==> config.mk <==
export PLATFORM = sky130hd
export DESIGN_NAME = tx_frame_arbiter
export DESIGN_NICKNAME = d
export VERILOG_FILES = /design/src/rtl/tx_frame_arbiter.sv
export SDC_FILE = /design/constraint.sdc
export NUM_CORES = 1
export LEC_CHECK = 0
export ABC_AREA = 1
export BUFFER_PORTS_ARGS = -buffer_cell sky130_fd_sc_hd__buf_2
export CAP_MARGIN = 20
export CORE_ASPECT_RATIO = 0.8
export CORE_MARGIN = 8
export CORE_UTILIZATION = 57
export DETAILED_ROUTE_END_ITERATION = 10
export GPL_TIMING_DRIVEN = 0
export PLACE_DENSITY = 0.84
export SETUP_SLACK_MARGIN = 0.02
export SLEW_MARGIN = 20
export SYNTH_ARGS = -nofsm -noshare
export SYNTH_HDL_FRONTEND = slang
export SYNTH_SLANG_ARGS = --single-unit
==> constraint.sdc <==
create_clock -name clk -period 1.7 [get_ports clk]
set_input_delay 0.085 -clock clk [delete_from_list [all_inputs] [get_ports clk]]
set_output_delay 0.085 -clock clk [all_outputs]
set_load 0.02 [all_outputs]
==> src/rtl/tx_frame_arbiter.sv <==
// Round-robin arbiter sharing the TX path between frame sources, one grant per frame,
// with a forced inter-frame gap, a hold watchdog and abort on clock change or link loss.
module tx_frame_arbiter #(
    parameter int unsigned NUM_REQ         = 2,
    parameter int unsigned IFG_CYCLES      = 12,
    parameter int unsigned WATCHDOG_CYCLES = 4096,
    localparam int unsigned IDX_W = (NUM_REQ > 1) ? $clog2(NUM_REQ) : 1,
    localparam int unsigned GAP_W = $clog2(IFG_CYCLES + 1),
    localparam int unsigned WD_W  = $clog2(WATCHDOG_CYCLES + 1)
) (
    input  logic               clk,
    input  logic               reset,
    input  logic               link_up,
    input  logic               changing,
    input  logic [NUM_REQ-1:0] req,
    input  logic               tx_done,
    output logic [NUM_REQ-1:0] grant,
    output logic [IDX_W-1:0]   grant_idx,
    output logic               tx_start,
    output logic               tx_abort,
    output logic               timeout,
    output logic               busy
);

    typedef enum logic [1:0] {S_IDLE, S_BUSY, S_GAP} state_t;

    state_t             state;
    logic [GAP_W-1:0]   gap_cnt;
    logic [WD_W-1:0]    wd_cnt;
    logic [IDX_W-1:0]   winner;
    logic [IDX_W-1:0]   cand;
    logic               found;
    logic               eligible;

    // Search upward from the last grant, wrapping, so every source gets its turn.
    always_comb begin
        winner = grant_idx;
        cand   = '0;
        found  = 1'b0;
        for (int unsigned k = 1; k <= NUM_REQ; k++) begin
            cand = IDX_W'((32'(grant_idx) + k) % NUM_REQ);
            if (!found && req[cand]) begin
                found  = 1'b1;
                winner = cand;
            end
        end
    end

    assign eligible = link_up && !changing && found;

    always_ff @(posedge clk) begin
        if (reset) begin
            state     <= S_IDLE;
            grant     <= '0;
            grant_idx <= IDX_W'(NUM_REQ - 1);
            tx_start  <= 1'b0;
            tx_abort  <= 1'b0;
            timeout   <= 1'b0;
            busy      <= 1'b0;
            gap_cnt   <= '0;
            wd_cnt    <= '0;
        end else begin
            tx_start <= 1'b0;
            tx_abort <= 1'b0;
            timeout  <= 1'b0;
            unique case (state)
                S_IDLE: begin
                    if (eligible) begin
                        grant     <= NUM_REQ'(1) << winner;
                        grant_idx <= winner;
                        tx_start  <= 1'b1;
                        busy      <= 1'b1;
                        wd_cnt    <= WD_W'(WATCHDOG_CYCLES - 1);
                        state     <= S_BUSY;
                    end
                end
                S_BUSY: begin
                    // Normal completion wins over abort and timeout in the same cycle.
                    if (tx_done || changing || !link_up || wd_cnt == '0) begin
                        grant   <= '0;
                        busy    <= 1'b0;
                        gap_cnt <= GAP_W'(IFG_CYCLES - 1);
                        state   <= S_GAP;
                        if (!tx_done) begin
                            if (changing || !link_up) begin
                                tx_abort <= 1'b1;
                            end else begin
                                timeout <= 1'b1;
                            end
                        end
                    end else begin
                        wd_cnt <= wd_cnt - WD_W'(1);
                    end
                end
                S_GAP: begin
                    if (gap_cnt == '0) begin
                        state <= S_IDLE;
                    end else begin
                        gap_cnt <= gap_cnt - GAP_W'(1);
                    end
                end
                default: begin
                    state <= S_IDLE;
                end
            endcase
        end
    end

endmodule

# Word level (Yosys, flattened, before mapping)
# Cells that the tools add are included.
[word_totals]
reg_bits = 26
inputBits = 7
output_inout_bits = 7
elab_cells = 75
[op_classes]
addsub = 4
order_cmp = 2
eq_ne = 7
shifts = 1
muxes = 27
bitwise_logic = 3
reduce_logical = 22
[ops]
columns = ["op", "count"]
rows = [
  ["$mux 13", 2],
  ["$pmux 13 s2", 1],
  ["$logic_not 13->1", 1],
  ["$mux 1", 13],
  ["$sub 13x1->13 const B", 1],
  ["$reduce_and 3->1", 4],
  ["$mux 2", 5],
  ["$ne 2x2->1 const B", 5],
  ["$mux 4", 2],
  ["$pmux 4 s2", 1],
  ["$pmux 2 s3", 1],
  ["$logic_not 4->1", 1],
  ["$logic_or 1x1->1", 4],
  ["$lt 1x2->1 const B", 2],
  ["$pmux 2 s2", 1],
  ["$reduce_bool 2->1", 2],
  ["$reduce_or 4->1", 1],
  ["$sub 4x1->4 const B", 1],
  ["$logic_and 1x1->1", 3],
  ["$logic_not 1->1", 3],
  ["$not 1->1", 3],
  ["$add 1x1->1 const B", 2],
  ["$eq 2x1->1 const B", 1],
  ["$eq 2x2->1 const B", 1],
  ["other kinds (5)", 5],
]

# Depth between registers and ports, before layout
[depth]
word_depth = 10
ltp_mapped = 10
mapped_depth_nobuf = 10

# Worst setup path after synthesis
# OpenSTA, ideal clock, no wires.
[synth_path]
kind = "reg-to-reg"
startpoint = "reg wd_cnt[0]"
endpoint = "reg wd_cnt[4]"
setup_ps = 130
arrival_time_ps = 1249
required_ps = 1570
setup_slack_ps = 321
path_stages_with_launch = 11
n_path_buf = 1
period_less_slack_ps = 1379
cell_sequence = "dfxtp_1 > inv_1 > ha_1 > inv_1 > nor2_2 > nand3_2 > nand3_4 > nand2_4 > buf_6 > nand2_1 > a21oi_2"
[synth_between]
elab_chain_cells = 4
elab_cells_between_ends = 7
classes_between = "1 x add/sub; 1 x eq/ne; 2 x mux; 3 x reduce/logical"
[synth_lines]
columns = ["item", "line", "text"]
rows = [
  ["from (decl)", "29", "logic [WD_W-1:0] wd_cnt;"],
  ["from (signal assigned)", "73", "wd_cnt <= WD_W'(WATCHDOG_CYCLES - 1);"],
  ["from (signal assigned)", "92", "wd_cnt <= wd_cnt - WD_W'(1);"],
  ["parallel branches: the longest is 4 deep, another holds $sub 13x1->13", "n/a", ""],
]
# Several ways; the timed one is not identified. The select of a mux whose other input is x is not followed.
# A chain may end at the register's enable or synchronous reset.

# Final worst setup path
[layout_path]
startpoint = "reg wd_cnt[0]"
endpoint = "reg wd_cnt[3]"
# Same word-level chain as after synthesis.

==> parameters.txt <==
Parameter                              Value

CTS
  Num CTS Buffers ... 3
  Cell chosen for the clock root ... sky130_fd_sc_hd__clkbuf_4
  CTS H-Tree Depth ... 1
  Maximum clock insertion buffer count ... 2
  Clock input transition at the sequential cells of the worst setup and hold paths ... 140 ps
  Clock Sinks ... 26
  Source-to-sink clock delay at the later pin of the worst-skew pair ... 320 ps
  TritonCTS clock tree ... done

Routing
  First-pass iteration count of the detailed router ... 4
  DRT antenna net count ... 0
  Overall routed net length ... 3170 um
  Mean number of vias per cell ... 5.20
  Initial drt markers ... 117
  Routed len/inst ... 11.9 um
  Count of vias placed by the detailed router ... 1384
  DRC violation count after routing ... 0

Worst hold path
  Path class of the lowest-slack min-delay path ... in -> reg
  Min-Delay Startpoint ... reset
  Worst hold path depth ... 3
  Worst hold endpoint ... grant_idx$_SDFFE_PP1P_

Floorplan
  Initial cell density of the core ... 59.6%
  Die Span X ... 72.2 um
  Chip height ... 61.0 um
  Placeable Area ... 2420 um^2
  Overall die area ... 4410 um^2
  Site row count ... 16
  Count of pins on the block boundary ... 14

Synthesis
  Sequential cell area fraction in the yosys report ... 36.1%
  Post-Synth Adder-Cell Area ... 2.60%
  Post-synth design cell area ... 1440 um^2
  Post-synthesis register bit count ... 26
  Synth unique cells ... 25
  Mux contribution to synthesized area ... 0%
  Area fraction in and, or, nand and nor cells after synthesis ... 39.3%
  Post-synth net total ... 222
  Largest family of logic cells by synthesized area ... simple AND/OR/NAND/NOR gates
  Number of standard cells after synthesis ... 212
  Synth Area in Compound Gates ... 12.6%
  Yosys synthesis warning count ... 0
  Post-Synthesis Mean Instance Area ... 6.80 um^2
  XOR/XNOR Fraction of Synth Area ... 0%

GRT
  Number of antenna violations at the first check in global routing ... 0
  Remaining Overflow, GRT ... 0
  Wire length of the first global-routing pass ... 5010 um
  Via count of the first global-routing pass ... 1124
  Total Routing Usage GR ... 14.7%
  Largest net degree at the start of global routing ... 15

STA
  Hold Worst Slack ... 90.0 ps
  Headroom to the max-slew limit ... 67.7%
  Worst-Margin Slew ... 484 ps
  Fmax ... 655 MHz
  RSZ-0062 raised after global routing ... false
  Min Tclk post-route ... 1530 ps
  Hold Fails Final Rpt ... 0
  Post-Route Setup TNS ... 0 ps
  Number of pins with negative max-slew slack in the final report ... 0
  Final setup vio count ... 0
  Clock Skew ... 1.76 ps
  Period Utilization, post-route ... 89.8%

Critical path
  Standard cell with the maximum stage delay on the critical path ... sky130_fd_sc_hd__dfxtp_1
  Worst reg-to-reg path cell count ... 10
  Worst setup slack for register-to-register paths ... 170 ps
  Cells along the critical path ... inv_2 > ha_1 > inv_1 > nor2_2 > nand3_2 > nand3_4 > nand2_4 > buf_6 > nand2_1 > a21oi_1
  Category of the worst setup path launch point ... flop
  Element type at the critical path end ... flop
  Critical path data arrival time ... 1740 ps
  CP max FO ... 10
  Critical R2R Capture ... wd_cnt[3]$_SDFFE_PP0P_
  Data required time of the critical path ... 1910 ps
  Path type of the worst setup path ... reg -> reg
  Critical path's largest stage delay ... 350 ps
  Startpoint of the worst-slack reg-to-reg timing path ... wd_cnt[0]$_SDFFE_PP0P_

Layout
  Count of placed standard cells in the final layout, fillers left out ... 266
  Count of nets after finishing ... 241
  Final antenna diode count ... 0
  Signed area change from the synthesized netlist to the final layout ... 10.8%
  Fraction of final layout cells with drive strength greater than 1 ... 16.1%

Pwr
  Overall power after layout ... 1350 uW
  Max IR drop VDD ... 0.652 mV
  Power density over cell area ... 844 nW/um^2
  Leakage ... 0.000700 uW

Placement
  Detailed placement HPWL ... 2350 um
  Number of placed instances, taps included ... 261
  Number of buffer cells added on primary ports ... 13
  Placer Congestion ... 0.872

Flow run
  # Max-Cap Violations ... 0

Status
  Status ... completed
==> registers in the layout, indices dropped and copies added, names as in the netlist <==
name	cells
busy	1
gap_cnt	4
grant	2
grant_idx	1
state	2
timeout	1
tx_abort	1
tx_start	1
wd_cnt	13
==> metrics by stage <==
stage                     util, %  instance area, um^2  worst slack [ps]
after floorplan                 -                 1440               321
after global placement       64.1                 1550               143
after detailed placement     64.1                 1550               137
after CTS                    66.0                 1600              98.7
after global routing         66.0                 1600              42.3
final                        66.0                 1600               173
==> cell families (layout without fill, tap and decap cells) <==
kind of cell	count (synthesis)	count (layout)
AO/OA/AOI/OAI	31	31
adder cells (fa/ha/maj)	3	3
buffers and inverters	31	49
flip-flops	26	26
AND/OR/NAND/NOR	121	121
==> cells in the mapped netlist <==
| cell type | instances | area share, % |
|---|---|---|
| sky130_fd_sc_hd__nand3_4 | 1 | 1.2 |
| sky130_fd_sc_hd__inv_2 | 1 | 0.26 |
| sky130_fd_sc_hd__nand2_4 | 1 | 0.78 |
| sky130_fd_sc_hd__o21ai_0 | 10 | 3.5 |
| sky130_fd_sc_hd__nor3_1 | 2 | 0.69 |
| sky130_fd_sc_hd__buf_8 | 1 | 1.0 |
| sky130_fd_sc_hd__nand3b_1 | 4 | 2.1 |
| sky130_fd_sc_hd__a31oi_1 | 1 | 0.43 |
| sky130_fd_sc_hd__clkbuf_1 | 3 | 0.78 |
| sky130_fd_sc_hd__nand3_2 | 1 | 0.69 |
| sky130_fd_sc_hd__buf_6 | 1 | 0.78 |
| sky130_fd_sc_hd__a21oi_2 | 1 | 0.61 |
| sky130_fd_sc_hd__nor2_1 | 22 | 5.7 |
| sky130_fd_sc_hd__nand2_2 | 1 | 0.43 |
| sky130_fd_sc_hd__or2_1 | 1 | 0.43 |
| sky130_fd_sc_hd__nor2_2 | 5 | 2.2 |
| sky130_fd_sc_hd__nand3_1 | 32 | 11 |
| sky130_fd_sc_hd__ha_1 | 3 | 2.6 |
| sky130_fd_sc_hd__buf_2 | 1 | 0.35 |
| sky130_fd_sc_hd__nand2_1 | 47 | 12 |
| sky130_fd_sc_hd__dfxtp_1 | 26 | 36 |
| sky130_fd_sc_hd__o2111ai_4 | 1 | 1.8 |
| sky130_fd_sc_hd__a21oi_1 | 18 | 6.2 |
| sky130_fd_sc_hd__inv_1 | 24 | 6.2 |
| sky130_fd_sc_hd__or2_2 | 4 | 1.7 |
==> final cells by class <==
class / instances / area (um^2)
Tap cell: 36 / 45.0
Fill cell: 214 / 823
Buffer: 6 / 42.5
Multi-Input combinational cell: 155 / 786
Clock buffer: 4 / 36.3
Sequential cell: 26 / 520
Inverter: 25 / 93.8
Timing Repair Buffer: 14 / 75.1
==> worst max-delay path by stage <==
stage / start / endpoint / cells after the start
after floorplan: wd_cnt[0]$_SDFFE_PP0P_ / wd_cnt[4]$_SDFFE_PP0P_ / 10
after global placement: wd_cnt[0]$_SDFFE_PP0P_ / wd_cnt[2]$_SDFFE_PP0P_ / 10
after detailed placement: wd_cnt[0]$_SDFFE_PP0P_ / wd_cnt[3]$_SDFFE_PP0P_ / 10
after CTS: wd_cnt[0]$_SDFFE_PP0P_ / wd_cnt[3]$_SDFFE_PP0P_ / 10
after global routing: wd_cnt[0]$_SDFFE_PP0P_ / tx_abort$_SDFF_PP0_ / 10
final: wd_cnt[0]$_SDFFE_PP0P_ / wd_cnt[3]$_SDFFE_PP0P_ / 10
==> routing by layer <==
metal | up-vias | track usage, % | share of wire, %
met3 | 2 | 4.29 | 6.8
met4 | 0 | 3.48 | 0.66
met2 | 36 | 24.6 | 44
li1 | 724 | - | -
met5 | - | 0 | 0
met1 | 622 | 18.0 | 48
==> worst max-delay path: cells and delay by family, from the launching register on <==
kind | cells | cell delay (ps)
AOI/OAI and AO/OA | 1 | 50
and+or+nand+nor | 5 | 520
buffers and inverters | 3 | 330
DFF | 1 | 350
adders and majority gates | 1 | 170
==> power breakdown <==
part           switching, uW  leakage (uW)  internal, uW
clock                    188     0.0000210           131
combinational            222      0.000467           128
sequential              31.7      0.000213           648
total                    442      0.000700           907
==> cell usage in the layout, fill, tap and decap left out <==
cell,netlist,routed
sky130_fd_sc_hd__a21oi_1,18,18
sky130_fd_sc_hd__a21oi_2,1,1
sky130_fd_sc_hd__a31oi_1,1,1
sky130_fd_sc_hd__buf_2,1,14
sky130_fd_sc_hd__buf_6,1,1
sky130_fd_sc_hd__buf_8,1,1
sky130_fd_sc_hd__clkbuf_1,3,3
sky130_fd_sc_hd__clkbuf_4,0,3
sky130_fd_sc_hd__clkbuf_8,0,1
sky130_fd_sc_hd__dfxtp_1,26,26
sky130_fd_sc_hd__dlygate4sd3_1,0,1
sky130_fd_sc_hd__ha_1,3,3
sky130_fd_sc_hd__inv_1,24,23
sky130_fd_sc_hd__inv_2,1,2
sky130_fd_sc_hd__nand2_1,47,47
sky130_fd_sc_hd__nand2_2,1,1
sky130_fd_sc_hd__nand2_4,1,1
sky130_fd_sc_hd__nand3_1,32,32
sky130_fd_sc_hd__nand3_2,1,1
sky130_fd_sc_hd__nand3_4,1,1
sky130_fd_sc_hd__nand3b_1,4,4
sky130_fd_sc_hd__nor2_1,22,22
sky130_fd_sc_hd__nor2_2,5,5
sky130_fd_sc_hd__nor3_1,2,2
sky130_fd_sc_hd__o2111ai_4,1,1
sky130_fd_sc_hd__o21ai_0,10,10
sky130_fd_sc_hd__or2_1,1,1
sky130_fd_sc_hd__or2_2,4,4
==> what timing repair did <==
| action | CTS | global route |
|---|---|---|
| endpoints found under the setup margin | 0 | 11 |
| hold endpoints to repair | 1 | 0 |
| buffers inserted | 0 | 0 |
| hold buffers | 1 | 0 |
| gates resized for setup | 0 | 1 |
(Power assumes the default switching activity.)
